`src/rtl/rgb_to_cmyk_stream.sv`:
```
// Streaming RGB->CMYK converter: 3-stage valid/ready pipeline with collapsing bubbles,
// per-pixel mode (UCR CMYK / plain CMY / grey-K), end-of-line sideband and line pixel counter.

module rgb_to_cmyk_chan #(
  parameter int P = 8
) (
  input  logic [1:0]   mode,
  input  logic [P-1:0] mx,
  input  logic [P-1:0] ch,
  output logic [P-1:0] cmy
);
  localparam logic [P-1:0] FULL = '1;

  // mx >= ch by construction, so the UCR subtraction never wraps
  always_comb begin
    case (mode)
      2'b00:   cmy = mx - ch;
      2'b10:   cmy = '0;
      default: cmy = FULL - ch;
    endcase
  end
endmodule

module rgb_to_cmyk_stream #(
  parameter int COLOR_PRECISION = 8,
  parameter int CNT_W           = 12
) (
  input  logic                       i_sysclk,
  input  logic                       i_arst,
  input  logic [1:0]                 i_mode,
  input  logic                       i_valid,
  output logic                       o_ready,
  input  logic [COLOR_PRECISION-1:0] i_R,
  input  logic [COLOR_PRECISION-1:0] i_G,
  input  logic [COLOR_PRECISION-1:0] i_B,
  input  logic                       i_last,
  output logic                       o_valid,
  input  logic                       i_ready,
  output logic [COLOR_PRECISION-1:0] o_C,
  output logic [COLOR_PRECISION-1:0] o_M,
  output logic [COLOR_PRECISION-1:0] o_Y,
  output logic [COLOR_PRECISION-1:0] o_K,
  output logic                       o_last,
  output logic [CNT_W-1:0]           o_pix_cnt
);
  localparam int P      = COLOR_PRECISION;
  localparam int STAGES = 3;
  localparam int NCH    = 3;
  localparam logic [P-1:0] FULL = '1;

  typedef struct packed {
    logic                  last;
    logic [1:0]            mode;
    logic [NCH-1:0][P-1:0] rgb;   // [0]=R [1]=G [2]=B
    logic [P-1:0]          mx;
    logic [P+1:0]          lsum;
  } s1_t;

  typedef struct packed {
    logic                  last;
    logic [1:0]            mode;
    logic [NCH-1:0][P-1:0] rgb;
    logic [P-1:0]          mx;
    logic [P-1:0]          luma;
  } s2_t;

  logic [STAGES:1]       vld_q;
  logic [STAGES:0]       vld_pipe;
  logic [STAGES:1]       ld;
  s1_t                   s1;
  s2_t                   s2;
  logic [NCH-1:0][P-1:0] cmy;
  logic [P-1:0]          k_nxt;
  logic [1:0]            mode_in;
  logic [P-1:0]          mx_rg;
  logic [P+1:0]          lsum_in;

  assign vld_pipe = {vld_q, i_valid};
  assign o_valid  = vld_q[STAGES];
  assign o_ready  = ld[1];

  // A stage loads when empty or when its successor loads; this chains i_ready
  // combinationally back to o_ready so bubbles collapse.
  always_comb begin
    ld         = '0;
    ld[STAGES] = ~vld_q[STAGES] | i_ready;
    for (int n = STAGES - 1; n >= 1; n--)
      ld[n] = ~vld_q[n] | ld[n+1];
  end

  assign mode_in = (i_mode == 2'b11) ? 2'b01 : i_mode;
  assign mx_rg   = (i_R > i_G) ? i_R : i_G;
  assign lsum_in = {2'b00, i_R} + {1'b0, i_G, 1'b0} + {2'b00, i_B};

  genvar ch;
  generate
    for (ch = 0; ch < NCH; ch++) begin : g_chan
      rgb_to_cmyk_chan #(.P(P)) u_chan (
        .mode (s2.mode),
        .mx   (s2.mx),
        .ch   (s2.rgb[ch]),
        .cmy  (cmy[ch])
      );
    end
  endgenerate

  always_comb begin
    case (s2.mode)
      2'b00:   k_nxt = FULL - s2.mx;
      2'b10:   k_nxt = FULL - s2.luma;
      default: k_nxt = '0;
    endcase
  end

  always_ff @(posedge i_sysclk) begin
    if (i_arst) begin
      vld_q     <= '0;
      s1        <= '0;
      s2        <= '0;
      o_C       <= '0;
      o_M       <= '0;
      o_Y       <= '0;
      o_K       <= '0;
      o_last    <= 1'b0;
      o_pix_cnt <= '0;
    end else begin
      for (int n = 1; n <= STAGES; n++)
        if (ld[n]) vld_q[n] <= vld_pipe[n-1];

      if (ld[1] && i_valid) begin
        s1.last <= i_last;
        s1.mode <= mode_in;
        s1.rgb  <= {i_B, i_G, i_R};
        s1.mx   <= mx_rg;
        s1.lsum <= lsum_in;
      end

      if (ld[2] && vld_q[1]) begin
        s2.last <= s1.last;
        s2.mode <= s1.mode;
        s2.rgb  <= s1.rgb;
        s2.mx   <= (s1.mx > s1.rgb[2]) ? s1.mx : s1.rgb[2];
        s2.luma <= s1.lsum[P+1:2];
      end

      if (ld[3] && vld_q[2]) begin
        o_C    <= cmy[0];
        o_M    <= cmy[1];
        o_Y    <= cmy[2];
        o_K    <= k_nxt;
        o_last <= s2.last;
      end

      // counter shows pixels already sent in this line, so it steps after each transfer
      if (o_valid && i_ready)
        o_pix_cnt <= o_last ? '0 : o_pix_cnt + 1'b1;
    end
  end
endmodule

```
`config.mk`:
```
export PLATFORM = sky130hd
export DESIGN_NAME = rgb_to_cmyk_stream
export DESIGN_NICKNAME = d
export VERILOG_FILES = /design/src/rtl/rgb_to_cmyk_stream.sv
export SDC_FILE = /design/constraint.sdc
export NUM_CORES = 1
export LEC_CHECK = 0
export ABC_AREA = 1
export BUFFER_PORTS_ARGS = -buffer_cell sky130_fd_sc_hd__buf_2
export CAP_MARGIN = 30
export CORE_MARGIN = 2
export CORE_UTILIZATION = 39
export DETAILED_ROUTE_END_ITERATION = 12
export PLACE_DENSITY = 0.58
export SLEW_MARGIN = 5
export SYNTH_ARGS = -nofsm -noshare
export SYNTH_HDL_FRONTEND = slang
export SYNTH_HIERARCHICAL = 1
export SYNTH_SLANG_ARGS = --single-unit
```
`constraint.sdc`:
```
create_clock -name i_sysclk -period 2.2 [get_ports i_sysclk]
set_input_delay 0 -clock i_sysclk [delete_from_list [all_inputs] [get_ports i_sysclk]]
set_output_delay 0 -clock i_sysclk [all_outputs]
set_load 0.02 [all_outputs]
```
==> flow_summary.toml <==
[routing]
drt-total-wl_um = 19240
drt-initial-drc-count = 346
via_per_inst = 4.787
firstDrtPassIters = 5
drcViolationCount = 0
wire_per_inst_um = 13.86
drtAntennaViolNets = 0
vias = 6645

[synth]
yosysTopAreaCell = "dfxtp_1"
syn-instance-count = 1039
yosysTopAreaCellShare_pct = 36.62
synthTopCellsByArea = "dfxtp_1, nor2_1, nand2_1, ha_1, o21ai_0"
yosysSeqAreaShare_pct = 36.62
ys_ff_latch = 134
ys_warn_count = 6
synth.avg_cell_area_um2 = 7.050
syn_nets = 1129
syn-cell-area_um2 = 7325
synth_cell_types = 38

[power]
switching_share_pct = 29.14
total_power_mw = 7.179
p_clk_share_pct = 41.7
power_frac_comb_pct = 20.5
intPower_mw = 5.087
power_density_nw_per_um2 = 809.7
ir_worst_vdd_mv = 0.5940
p_leak_nw = 4.286
p_seq_share_pct = 37.8
p_switching_mw = 2.092

[outcome]
outcome = "finished, final reports clean"

[place]
io_buffer_count = 77
placed_area_um2 = 7943
place_ws_ps = 242.5
dpl.hpwl_um = 14080
dp_cells = 1327
gp_congestion = 0.8766

[timing]
rsz0062_at_grt = "false"
max_freq_mhz = 493.6
slew_headroom_pct = 71.31
period_share_pct = 92.09
setup_viol = 0
setup_tns_ps = 0
period_needed_ps = 2026
tightest_slew_ps = 429.8
hold_viol_final = 0
hold_slack_ps = 50.34
maxSlewViolCount = 0
timing.final.ws_setup_ps = 174.1
worst_clock_skew_ps = 5.746

[global_route]
overflow = 0
grt_pass1_wl_um = 31670
grt_pass1_vias = 6066
antenna_found_initial = 0
grt_max_degree = 99
grt_util_all_layers_pct = 19.96

[worst_setup_path]
arrival_ps = 2330
cp_num_buf_inv = 3
path_cells = "nand2_2 -> nor2_4 -> nand2_4 -> nand2_4 -> inv_4 -> buf_4 -> nor2_1 -> a211oi_2 -> dlygate4sd3_1"
end_kind = "flip-flop"
critical_path_required_ps = 2500
path_common_cell = "nand2_4"
path_class = "reg -> reg"
critical-path-top-delay-family = "buffers and inverters"
crit_fanout = 34
critPathLaunchType = "flip-flop"
cpMaxStageDelayCell = "dlygate4sd3_1"
max_stage_delay_ps = 570

[clock_network]
clk_path_buf_depth = 2
cts_sinks = 134
cts_tree = "done"
root_buffer = "clkbuf_16"
clk_latency_ps = 420
cts_made_buffers = 17
cts.clk_slew.worst_paths_ps = 60
h-tree-depth = 4

[min_path]
hold_path.class = "in -> reg"

[layout]
fin_util_pct = 47.72
areaGrowthSynthToFinish_pct = 21.05
design_area_um2 = 8866
drive_above_1_share_pct = 14.12
stdcell_count = 1388
fin_nets = 1231
diodes = 0

[floorplanning]
die_h_um = 141.0
die-width_um = 141.0
rows = 50
fp.dieArea_um2 = 19890
ios = 78
start_util_pct = 39.42
core_area_um2 = 18580

[run]
cap_violations = 0
-- registers in the layout, indices dropped and copies added, names as in the netlist --
name,cells
o_Y,8
o_M,8
o_pix_cnt,12
o_last,1
o_K,8
vld_q,3
s2,43
s1,43
o_C,8
-- layout make-up --
type	instances	area, um^2
clock buffers	19	442.9
clock inverters	13	180.2
fillers	1902	9714
inverters	136	520.5
multi-input cells	731	3933
flip-flops and latches	134	2684
well taps	234	292.8
repair buffers	121	813.3
-- cell usage in the layout (no fill, tap or decap), types with 5 or more instances in the layout --
master           n
clkbuf_16       17
dfxtp_1        133
fa_1            10
buf_4           13
a21oi_1         63
buf_2           77
xnor2_1          5
dlygate4sd3_1   29
ha_1            48
nand2_1        172
o21ai_0        100
inv_2            6
inv_1          126
nor3_1           7
nand3_1         61
or2_2            5
nor2_1         194
o22ai_1         20
-- Yosys cell counts, drive strengths merged --
master    n
nor3      7
clkbuf   16
and2      3
o21ai   101
xor2      3
dfxtp   134
ha       48
nand3    61
a211oi    1
nor3b     1
nand3b    3
a221oi    1
nand2   179
nand4     6
a31oi     2
or2       8
fa       11
a21oi    64
inv     136
xnor2     5
buf      22
nor2    199
o21a      1
o22ai    23
a21o      4
-- repair_timing --
item	CTS	global route
hold endpoints to repair	36	0
buffers inserted	0	0
endpoints found under the setup margin	0	3
resized for setup	0	5
hold buffers	29	0
-- power by group through the flow --
stage	Combinational [mW]	Clock, mW	Sequential (mW)
final	1.47	2.99	2.71
after global routing	1.69	3.17	2.73
after CTS	1.47	3.05	2.71
after detailed placement	1.42	0	2.77
after global placement	1.41	0	2.76
after floorplan	1.04	0	2.76
-- path summary, 6_finish.rpt --
path	from	to	slack (ps)	depth (start not counted)
setup / recovery	vld_q[3]$_SDFFE_PP0P_	s1[42]$_SDFFE_PP0P_	170	9
hold / removal	i_arst	s2[14]$_SDFFE_PP0P_	50	4
setup reg to reg	vld_q[3]$_SDFFE_PP0P_	s1[42]$_SDFFE_PP0P_	170	9
hold reg to reg	s1[7]$_SDFFE_PP0P_	s2[5]$_SDFFE_PP0P_	460	2
-- worst reg2reg max path, delay by kind of cell, from the launching register on --
kind                   cells  cell delay (ps)
and+or+nand+nor            5              580
AOI/OAI and AO/OA          1               50
buffers and inverters      3              910
DFF                        1              390
-- logic make-up (layout without fill, tap and decap cells) --
kind of cell | Yosys count | in the layout | share of synthesized area (%)
DFF | 134 | 134 | 36.62
adders and majority gates | 59 | 59 | 11.21
and+or+nand+nor | 467 | 467 | 26.97
xor gates and xnor gates | 8 | 8 | 0.9566
AOI/OAI and AO/OA | 197 | 197 | 14.47
buffers and inverters | 174 | 289 | 9.771
-- per-layer routing --
metal	vias to the layer above	wire length, um	global-route usage, %
met5	-	0	0
met4	0	189	5.421
met3	15	795	3.906
met2	140	8172	30.27
met1	2942	10080	28.97
li1	3548	-	-
No activity file was read; power rests on OpenSTA's default activity.
